`config.mk`:
```
export PLATFORM = sky130hd
export DESIGN_NAME = elink_trig_scrub_sweeper
export DESIGN_NICKNAME = d
export VERILOG_FILES = /design/src/rtl/elink_trig_pkg.sv /design/src/rtl/elink_trig_scrub_timer.sv /design/src/rtl/elink_trig_scrub_sweeper.sv
export SDC_FILE = /design/constraint.sdc
export NUM_CORES = 1
export LEC_CHECK = 0
export CAP_MARGIN = 20
export CELL_PAD_IN_SITES_DETAIL_PLACEMENT = 1
export CELL_PAD_IN_SITES_GLOBAL_PLACEMENT = 1
export CORE_ASPECT_RATIO = 0.6
export CORE_MARGIN = 3
export CORE_UTILIZATION = 41
export CTS_CLUSTER_DIAMETER = 150
export DETAILED_ROUTE_END_ITERATION = 8
export PLACE_DENSITY = 0.9
export SETUP_SLACK_MARGIN = 0.4
export SYNTH_ARGS = -nofsm -noshare
export SYNTH_HDL_FRONTEND = slang
export SYNTH_SLANG_ARGS = --single-unit
```
`constraint.sdc`:
```
create_clock -name clk -period 3 [get_ports clk]
set_input_delay 0.45 -clock clk [delete_from_list [all_inputs] [get_ports clk]]
set_output_delay 0.45 -clock clk [all_outputs]
set_load 0.05 [all_outputs]
```
`src/rtl/elink_trig_pkg.sv`:
```
// Shared definitions for the trigger-elink scrub path: sweeper FSM states and
// the address/data width defaults shared with elink_trig_scrubber.
package elink_trig_pkg;

    localparam int DEF_ADDR_W = 4;
    localparam int DEF_DATA_W = 10;

    typedef enum logic [1:0] {
        IDLE,
        REQ,
        ACK,
        DONE
    } sweep_state_t;

endpackage

```
`src/rtl/elink_trig_scrub_timer.sv`:
```
// Period down-counter for automatic scrub sweeps. Built only when
// ELINK_TRIG_SCRUB_AUTO_EN is defined.
module elink_trig_scrub_timer #(
    parameter int PERIOD = 1024
) (
    input  logic clk,
    input  logic rst_n,
    input  logic load,
    input  logic en,
    output logic expire
);

    localparam int CNT_W = $clog2(PERIOD + 1);
    localparam logic [CNT_W-1:0] RELOAD = CNT_W'(PERIOD - 1);

    logic [CNT_W-1:0] count;

    always_ff @(posedge clk or negedge rst_n) begin
        if (!rst_n) begin
            count <= RELOAD;
        end else if (load) begin
            count <= RELOAD;
        end else if (en && (count != '0)) begin
            count <= count - 1'b1;
        end
    end

    // Expiry lands PERIOD cycles after the reload so the sweep starts exactly then.
    assign expire = en && !load && (count == '0);

endmodule

```
`src/rtl/elink_trig_scrub_sweeper.sv`:
```
// Wishbone read master that sweeps every trigger-elink register, compares
// against a golden table and reports errors. Optional macro: ELINK_TRIG_SCRUB_AUTO_EN.
module elink_trig_scrub_sweeper
    import elink_trig_pkg::*;
#(
    parameter int N_ADDR  = 16,
    parameter int ADDR_W  = DEF_ADDR_W,
    parameter int DATA_W  = DEF_DATA_W,
    parameter int ERR_W   = 8,
    parameter int TIMEOUT = 15,
    parameter int PERIOD  = 1024
) (
    input  logic              clk,
    input  logic              rst_n,
    input  logic              start,
    output logic [ADDR_W-1:0] o_wb_addr,
    output logic              o_wb_stb,
    input  logic [DATA_W-1:0] i_wb_data,
    input  logic              i_wb_ack,
    input  logic              i_wb_stall,
    output logic [ADDR_W-1:0] o_golden_addr,
    input  logic [DATA_W-1:0] i_golden_data,
    output logic              busy,
    output logic              done,
    output logic [ERR_W-1:0]  err_count,
    output logic              err_flag,
    output logic [ADDR_W-1:0] first_err_addr,
    output logic              timeout_flag
);

    localparam int TO_W = $clog2(TIMEOUT + 1);
    localparam logic [ADDR_W-1:0] LAST_ADDR = ADDR_W'(N_ADDR - 1);
    localparam logic [TO_W-1:0]   TO_LAST   = TO_W'(TIMEOUT - 1);
    localparam logic [ERR_W-1:0]  ERR_MAX   = '1;

    sweep_state_t      state, state_next;
    logic [ADDR_W-1:0] addr;
    logic [TO_W-1:0]   to_cnt;
    logic              ack_pend;
    logic [DATA_W-1:0] data_pend;
    logic [DATA_W-1:0] rd_data;
    logic              trigger, accept, ack_seen, timed_out, xact_end, err_evt;

`ifdef ELINK_TRIG_SCRUB_AUTO_EN
    logic timer_load, timer_en, period_expire;

    assign timer_load = (state == DONE) || start;
    assign timer_en   = (state == IDLE);

    elink_trig_scrub_timer #(
        .PERIOD (PERIOD)
    ) u_timer (
        .clk    (clk),
        .rst_n  (rst_n),
        .load   (timer_load),
        .en     (timer_en),
        .expire (period_expire)
    );

    assign trigger = start || period_expire;
`else
    assign trigger = start;
`endif

    assign accept    = (state == REQ) && !i_wb_stall;
    // An ack captured in the acceptance cycle stands in for the live ack.
    assign ack_seen  = (state == ACK) && (ack_pend || i_wb_ack);
    assign rd_data   = ack_pend ? data_pend : i_wb_data;
    assign timed_out = (state == ACK) && !ack_seen && (to_cnt == TO_LAST);
    assign xact_end  = ack_seen || timed_out;
    assign err_evt   = (ack_seen && (rd_data != i_golden_data)) || timed_out;

    always_comb begin
        state_next = state;
        case (state)
            IDLE:    if (trigger) state_next = REQ;
            REQ:     if (accept) state_next = ACK;
            ACK:     if (xact_end) state_next = (addr == LAST_ADDR) ? DONE : REQ;
            DONE:    state_next = IDLE;
            default: state_next = IDLE;
        endcase
    end

    always_ff @(posedge clk or negedge rst_n) begin
        if (!rst_n) begin
            state    <= IDLE;
            addr     <= '0;
            to_cnt   <= '0;
            ack_pend <= 1'b0;
            o_wb_stb <= 1'b0;
            busy     <= 1'b0;
            done     <= 1'b0;
        end else begin
            state    <= state_next;
            o_wb_stb <= (state_next == REQ);
            busy     <= (state_next != IDLE);
            done     <= (state_next == DONE);

            if ((state == IDLE) && trigger) begin
                addr <= '0;
            end else if ((state == ACK) && xact_end && (addr != LAST_ADDR)) begin
                addr <= addr + 1'b1;
            end

            if (accept) begin
                to_cnt <= '0;
            end else if ((state == ACK) && !xact_end) begin
                to_cnt <= to_cnt + 1'b1;
            end

            if (accept) begin
                ack_pend <= i_wb_ack;
            end else if ((state == ACK) && xact_end) begin
                ack_pend <= 1'b0;
            end
        end
    end

    always_ff @(posedge clk) begin
        if (accept) begin
            data_pend <= i_wb_data;
        end
    end

    always_ff @(posedge clk or negedge rst_n) begin
        if (!rst_n) begin
            err_count      <= '0;
            err_flag       <= 1'b0;
            first_err_addr <= '0;
            timeout_flag   <= 1'b0;
        end else if ((state == IDLE) && trigger) begin
            err_count      <= '0;
            err_flag       <= 1'b0;
            first_err_addr <= '0;
            timeout_flag   <= 1'b0;
        end else if (err_evt) begin
            if (err_count != ERR_MAX) begin
                err_count <= err_count + 1'b1;
            end
            err_flag <= 1'b1;
            if (!err_flag) begin
                first_err_addr <= addr;
            end
            if (timed_out) begin
                timeout_flag <= 1'b1;
            end
        end
    end

    assign o_wb_addr     = addr;
    assign o_golden_addr = addr;

endmodule

```
### After elaboration in Yosys (flattened, before gate mapping)

Cells that the tools add are included.

| word-level totals | value |
|---|---|
| flip-flop bits (word level) | 38 |
| output and inout port bits | 25 |
| word-level logic and storage cells | 75 |
| input port bits | 25 |

| cells by class | value |
|---|---|
| eq/ne operators | 11 |
| reduce and logical (&&, ||, !) cells | 26 |
| mux-type cells | 23 |
| add/sub/neg operators | 3 |

Operators with widths:

| operator | number |
|---|---|
| $mux W4 | 7 |
| $mux W8 | 3 |
| $reduce_bool A2 Y1 | 7 |
| $mux W10 | 1 |
| $ne A10 B10 Y1 | 1 |
| $logic_and A1 B1 Y1 | 9 |
| $add A4 B1 Y4 const B | 2 |
| $add A8 B1 Y8 const B | 1 |
| $eq A4 B4 Y1 const B | 2 |
| $mux W2 | 4 |
| $ne A8 B8 Y1 const B | 1 |
| $pmux W2 S4 | 1 |
| $mux W1 | 7 |
| $eq A2 B2 Y1 const B | 3 |
| $reduce_and A2 Y1 | 3 |
| $eq A2 B1 Y1 const B | 2 |
| $ne A4 B4 Y1 const B | 1 |
| $logic_not A1 Y1 | 3 |
| $logic_or A1 B1 Y1 | 3 |
| $logic_not A2 Y1 | 1 |
| $ne A2 B1 Y1 const B | 1 |

### Logic depth before layout (Yosys ltp)

| logic depth | value |
|---|---|
| depth in word-level cells | 10 |
| gate-level depth with buffers | 9 |
| depth with buffers taken out | 8 |

### Worst setup path before layout

No wires, ideal clock.

| timing path | value |
|---|---|
| path kind | flip-flop to flip-flop |
| start | register to_cnt[0] |
| end | register addr[3], in the netlist o_golden_addr[3] |
| clock period less this slack | 1.785 ns |
| path slack | 1.215 ns |
| stages on the path, launching flop included | 9 |
| path buffers | 0 |
| setup time | 0.157 ns |
| data required time | 2.843 ns |
| arrival time | 1.628 ns |
| cell sequence | dfrtp_1 -> inv_1 -> ha_1 -> nand3_1 -> a21o_1 -> a31oi_2 -> nand4_1 -> xor2_1 -> nor2_1 |

| on the way | value |
|---|---|
| cells in the longest elaborated chain, start to end | 6 |

RTL lines:

| element | line | source |
|---|---|---|
| start, declared | elink_trig_scrub_sweeper.sv:38 | `logic [TO_W-1:0] to_cnt;` |
| start signal, assigned | elink_trig_scrub_sweeper.sv:108 | `to_cnt <= to_cnt + 1'b1;` |
| $eq A4 B4 Y1 | elink_trig_scrub_sweeper.sv:69 | `assign timed_out = (state == ACK) && !ack_seen && (to_cnt == TO_LAST);` |
| $logic_and A1 B1 Y1 | elink_trig_scrub_sweeper.sv:69 |  |
| $logic_or A1 B1 Y1 | elink_trig_scrub_sweeper.sv:70 | `assign xact_end = ack_seen \|\| timed_out;` |
| $logic_and A1 B1 Y1 (2 in a row) | elink_trig_scrub_sweeper.sv:101 | `end else if ((state == ACK) && xact_end && (addr != LAST_ADDR)) begin` |
| $reduce_bool A2 Y1 (no source line) | - |  |
| end signal, assigned | elink_trig_scrub_sweeper.sv:102 | `addr <= addr + 1'b1;` |
| end, declared | elink_trig_scrub_sweeper.sv:37 | `logic [ADDR_W-1:0] addr;` |

Every way passes these cells.
A chain may end at the register's enable or synchronous reset.

### Worst setup path in the final report

| timing path | value |
|---|---|
| start | register ack_pend |
| end | register first_err_addr[2] |

| on the way | value |
|---|---|
| cells in the longest elaborated chain, start to end | 8 |
| elaborated cells between the ends (all ways) | 11 |
| those cells by class | eq/ne (1); mux (1); reduce/logical (9) |

RTL lines:

| element | line | source |
|---|---|---|
| start, declared | elink_trig_scrub_sweeper.sv:39 | `logic ack_pend;` |
| start signal, assigned | elink_trig_scrub_sweeper.sv:112 | `ack_pend <= i_wb_ack;` |
| parallel branches: the longest is 5 deep, another holds $mux W10 | - |  |
| $logic_or A1 B1 Y1 (*) | elink_trig_scrub_sweeper.sv:71 | `assign err_evt = (ack_seen && (rd_data != i_golden_data)) \|\| timed_out;` |
| $reduce_bool A2 Y1 (no source line) (*) | - |  |
| $reduce_and A2 Y1 (no source line) (*) | - |  |
| end signal, assigned | elink_trig_scrub_sweeper.sv:142 | `first_err_addr <= addr;` |
| end, declared | elink_trig_scrub_sweeper.sv:27 | `output logic [ADDR_W-1:0] first_err_addr,` |

Every way passes the cells marked *.

==> out/qor.yml <==
hpwl_mm: 3.83
worstMarginPinSlew_ns: 0.541
antenna_left: 0
clk_transition_reported_paths_ns: 0.08
netlist_instances: 177
std_cell_rows: 18
peakVddDrop_uv: 524
ys_ff_latch: 38
maxCapViolCount: 0
post_drt_wl_per_cell_microns: 18.8
core_sq_um: 4370
fillers: 473
synthTopCellsByArea: "dfrtp_1 (36%), edfxtp_1 (15%), mux2i_1 (6.1%), xnor2_1 (5.3%), ha_1 (2.5%)"
worstPathArrival_ns: 2.57
multiInputGateArea_sq_um: 880
yosysTopAreaCell: "dfrtp_1"
drive_above_1_share_pct: 11.5
cp_data_required_time_ns: 3.17
path_class: "flop to flop"
antenna_cells: 0
cts_made_buffers: 5
synth_warnings: 0
share_seq_of_total_power_pct: 38.9
synth_top_area_share_pct: 35.6
clkPwrFrac_pct: 20.7
h-tree-depth: 2
startpoint_type: "flop"
grt_max_degree: 29
cts_hold_buf: 0
p_sw_share_pct: 40.8
slew_violations: 0
via_per_inst: 5.53
endpoint_kind: "flop"
post-route-period-util_pct: 79.7
fmax_mhz: 418
holdCritPathClass: "flop to flop"
finalHoldViolCount: 0
tns_ns: 0
synth.distinct_cells: 45
drt_iter0_markers: 58
clock-root-buffer: "clkbuf_8"
drt_wl_total_mm: 5.41
io_pins: 50
synth_area_sq_um: 1970
avgSynthCellArea_sq_um: 11.1
route.detailed.drc: 0
initial_core_util_pct: 45.1
numPortBuffers: 49
die_height_microns: 59.7
rsz0062_at_grt: "no"
tritoncts: "built"
postCtsSetupBuffers: 0
slew_headroom_pct: 64.0
switching_power_w: 0.000817
area_growth_pct: 31.5
synth_edf_count: 10
place.gp.congestion: 0.800
grt_overflow_total: 0
synthArstFlopShare_pct: 73.7
powerDensity_nw_per_um2: 772
fin_nets: 255
p_comb_share_pct: 40.4
cp_max_fo: 16
clk_latency_ns: 0.29
synth_nets: 206
cts_sinks: 38
power_leakage_nw: 1.06
seq_area_sq_um: 1000
antenna_found_initial: 0
status: "completed"
setup_viol: 0
die_w_microns: 95.5
grt_use_total_pct: 20.5
grt_pass1_vias: 1609
dr.pass1.iters: 4
seq_area_frac_synth_pct: 50.8
die-area_sq_um: 5700
synth_top_flop_cell: "dfrtp_1"
fin_util_pct: 59.3
p_int_w: 0.00118
cts_buffer_depth: 2
fin_crit_ns: 2.39
skew_ns: 0.00851
grt_pass1_wl_mm: 8.61
route.vias.total: 1587
==> power by group through the flow <==
stage / logic [W] / registers, W / clock network, W
after floorplan: 0.000455 / 0.000891 / 0
after global placement: 0.000776 / 0.000779 / 0
after detailed placement: 0.000800 / 0.000784 / 0
after CTS: 0.000814 / 0.000777 / 0.000418
after global routing: 0.000864 / 0.000799 / 0.000441
final: 0.000808 / 0.000778 / 0.000414
==> cells by family after synthesis <==
group / Yosys count / synth area share (%)
buffers and inverters: 13 / 4.57
xor gates and xnor gates: 15 / 6.67
and+or+nand+nor: 63 / 18.3
muxes: 12 / 6.10
DFF: 38 / 50.8
AOI/OAI and AO/OA: 32 / 11.0
adders and majority gates: 4 / 2.54
==> layout by cell type (no fill, tap or decap), drive strengths merged, types with 5 or more instances in the layout <==
cell / n
edfxtp: 10
dfrtp: 28
a31oi: 5
o21ai: 6
nand2: 8
a21oi: 7
nand3: 7
nor2: 12
mux2i: 12
and3: 7
clkdlybuf4s50: 49
nor3: 7
xnor2: 12
clkbuf: 8
==> cells in the mapped netlist (all sizes together), types with 5 or more instances <==
master,n
dfrtp,28
mux2i,12
nor2,12
xnor2,12
edfxtp,10
nand2,8
a21oi,7
and3,7
buf,7
nand3,7
nor3,7
o21ai,6
a31oi,5
==> worst paths after layout <==
check	startpoint	end	slack, ns	cells past startpoint
max reg2reg	ack_pend$_DFFE_PN0P_	first_err_addr[2]$_DFFE_PN0P_	0.61	6
max	ack_pend$_DFFE_PN0P_	first_err_addr[2]$_DFFE_PN0P_	0.61	6
min in group asynchronous	rst_n	state[0]$_DFF_PN0_	0.54	2
min reg2reg	first_err_addr[1]$_DFFE_PN0P_	first_err_addr[1]$_DFFE_PN0P_	0.52	1
min	first_err_addr[1]$_DFFE_PN0P_	first_err_addr[1]$_DFFE_PN0P_	0.52	1
max in group asynchronous	rst_n	first_err_addr[3]$_DFFE_PN0P_	2.18	2
==> per-layer routing <==
layer / global-route usage [%] / routed length, microns
met4: 4.25 / 29
met5: 0 / 0
met3: 4.53 / 207
met1: 29.7 / 2660
met2: 31.7 / 2510
==> state kept, by name (all words and copies together), names as in the netlist <==
register and cells:
ack_pend 1, busy 1, data_pend 10, done 1, err_count 8, err_flag 1
first_err_addr 4, o_golden_addr 4, o_wb_stb 1, state 2, timeout_flag 1, to_cnt 4
==> critical path, stage by stage (launching register included) <==
cell	delay, ns
dfrtp_2	0.60
mux2i_1	0.28
xnor2_1	0.10
nor3_1	0.37
nand3_2	0.36
and3_2	0.34
a31o_2	0.21
==> stage by stage <==
step | total power [W] | instances | hold WS (ns) | cell area (sq um) | setup WS, ns
floorplan | 0.00135 | 177 | 0.154 | 1970 | 1.22
detailed placement | 0.00158 | 279 | 0.506 | 2480 | 0.400
CTS | 0.00201 | 287 | 0.522 | 2590 | 0.415
global route | 0.00210 | 287 | 0.539 | 2590 | 0.488
global placement | 0.00156 | 279 | 0.498 | 2480 | 0.508
finish | 0.00200 | 287 | 0.517 | 2590 | 0.609
==> what timing repair did <==
| item | 4_1_cts | 5_1_grt |
|---|---|---|
| hold endpoints to repair | 0 | 0 |
| setup endpoints to repair | 0 | 11 |
| resized for setup | 0 | 1 |
==> area by class of cell <==
class	count	area share [%]
flip-flops and latches	38	38.7
multi-input cells	126	33.9
repair buffers	52	19.8
clock buffers	8	4.25
well taps	60	2.90
inverters	3	0.435
Power figures use the tool's default switching activity.
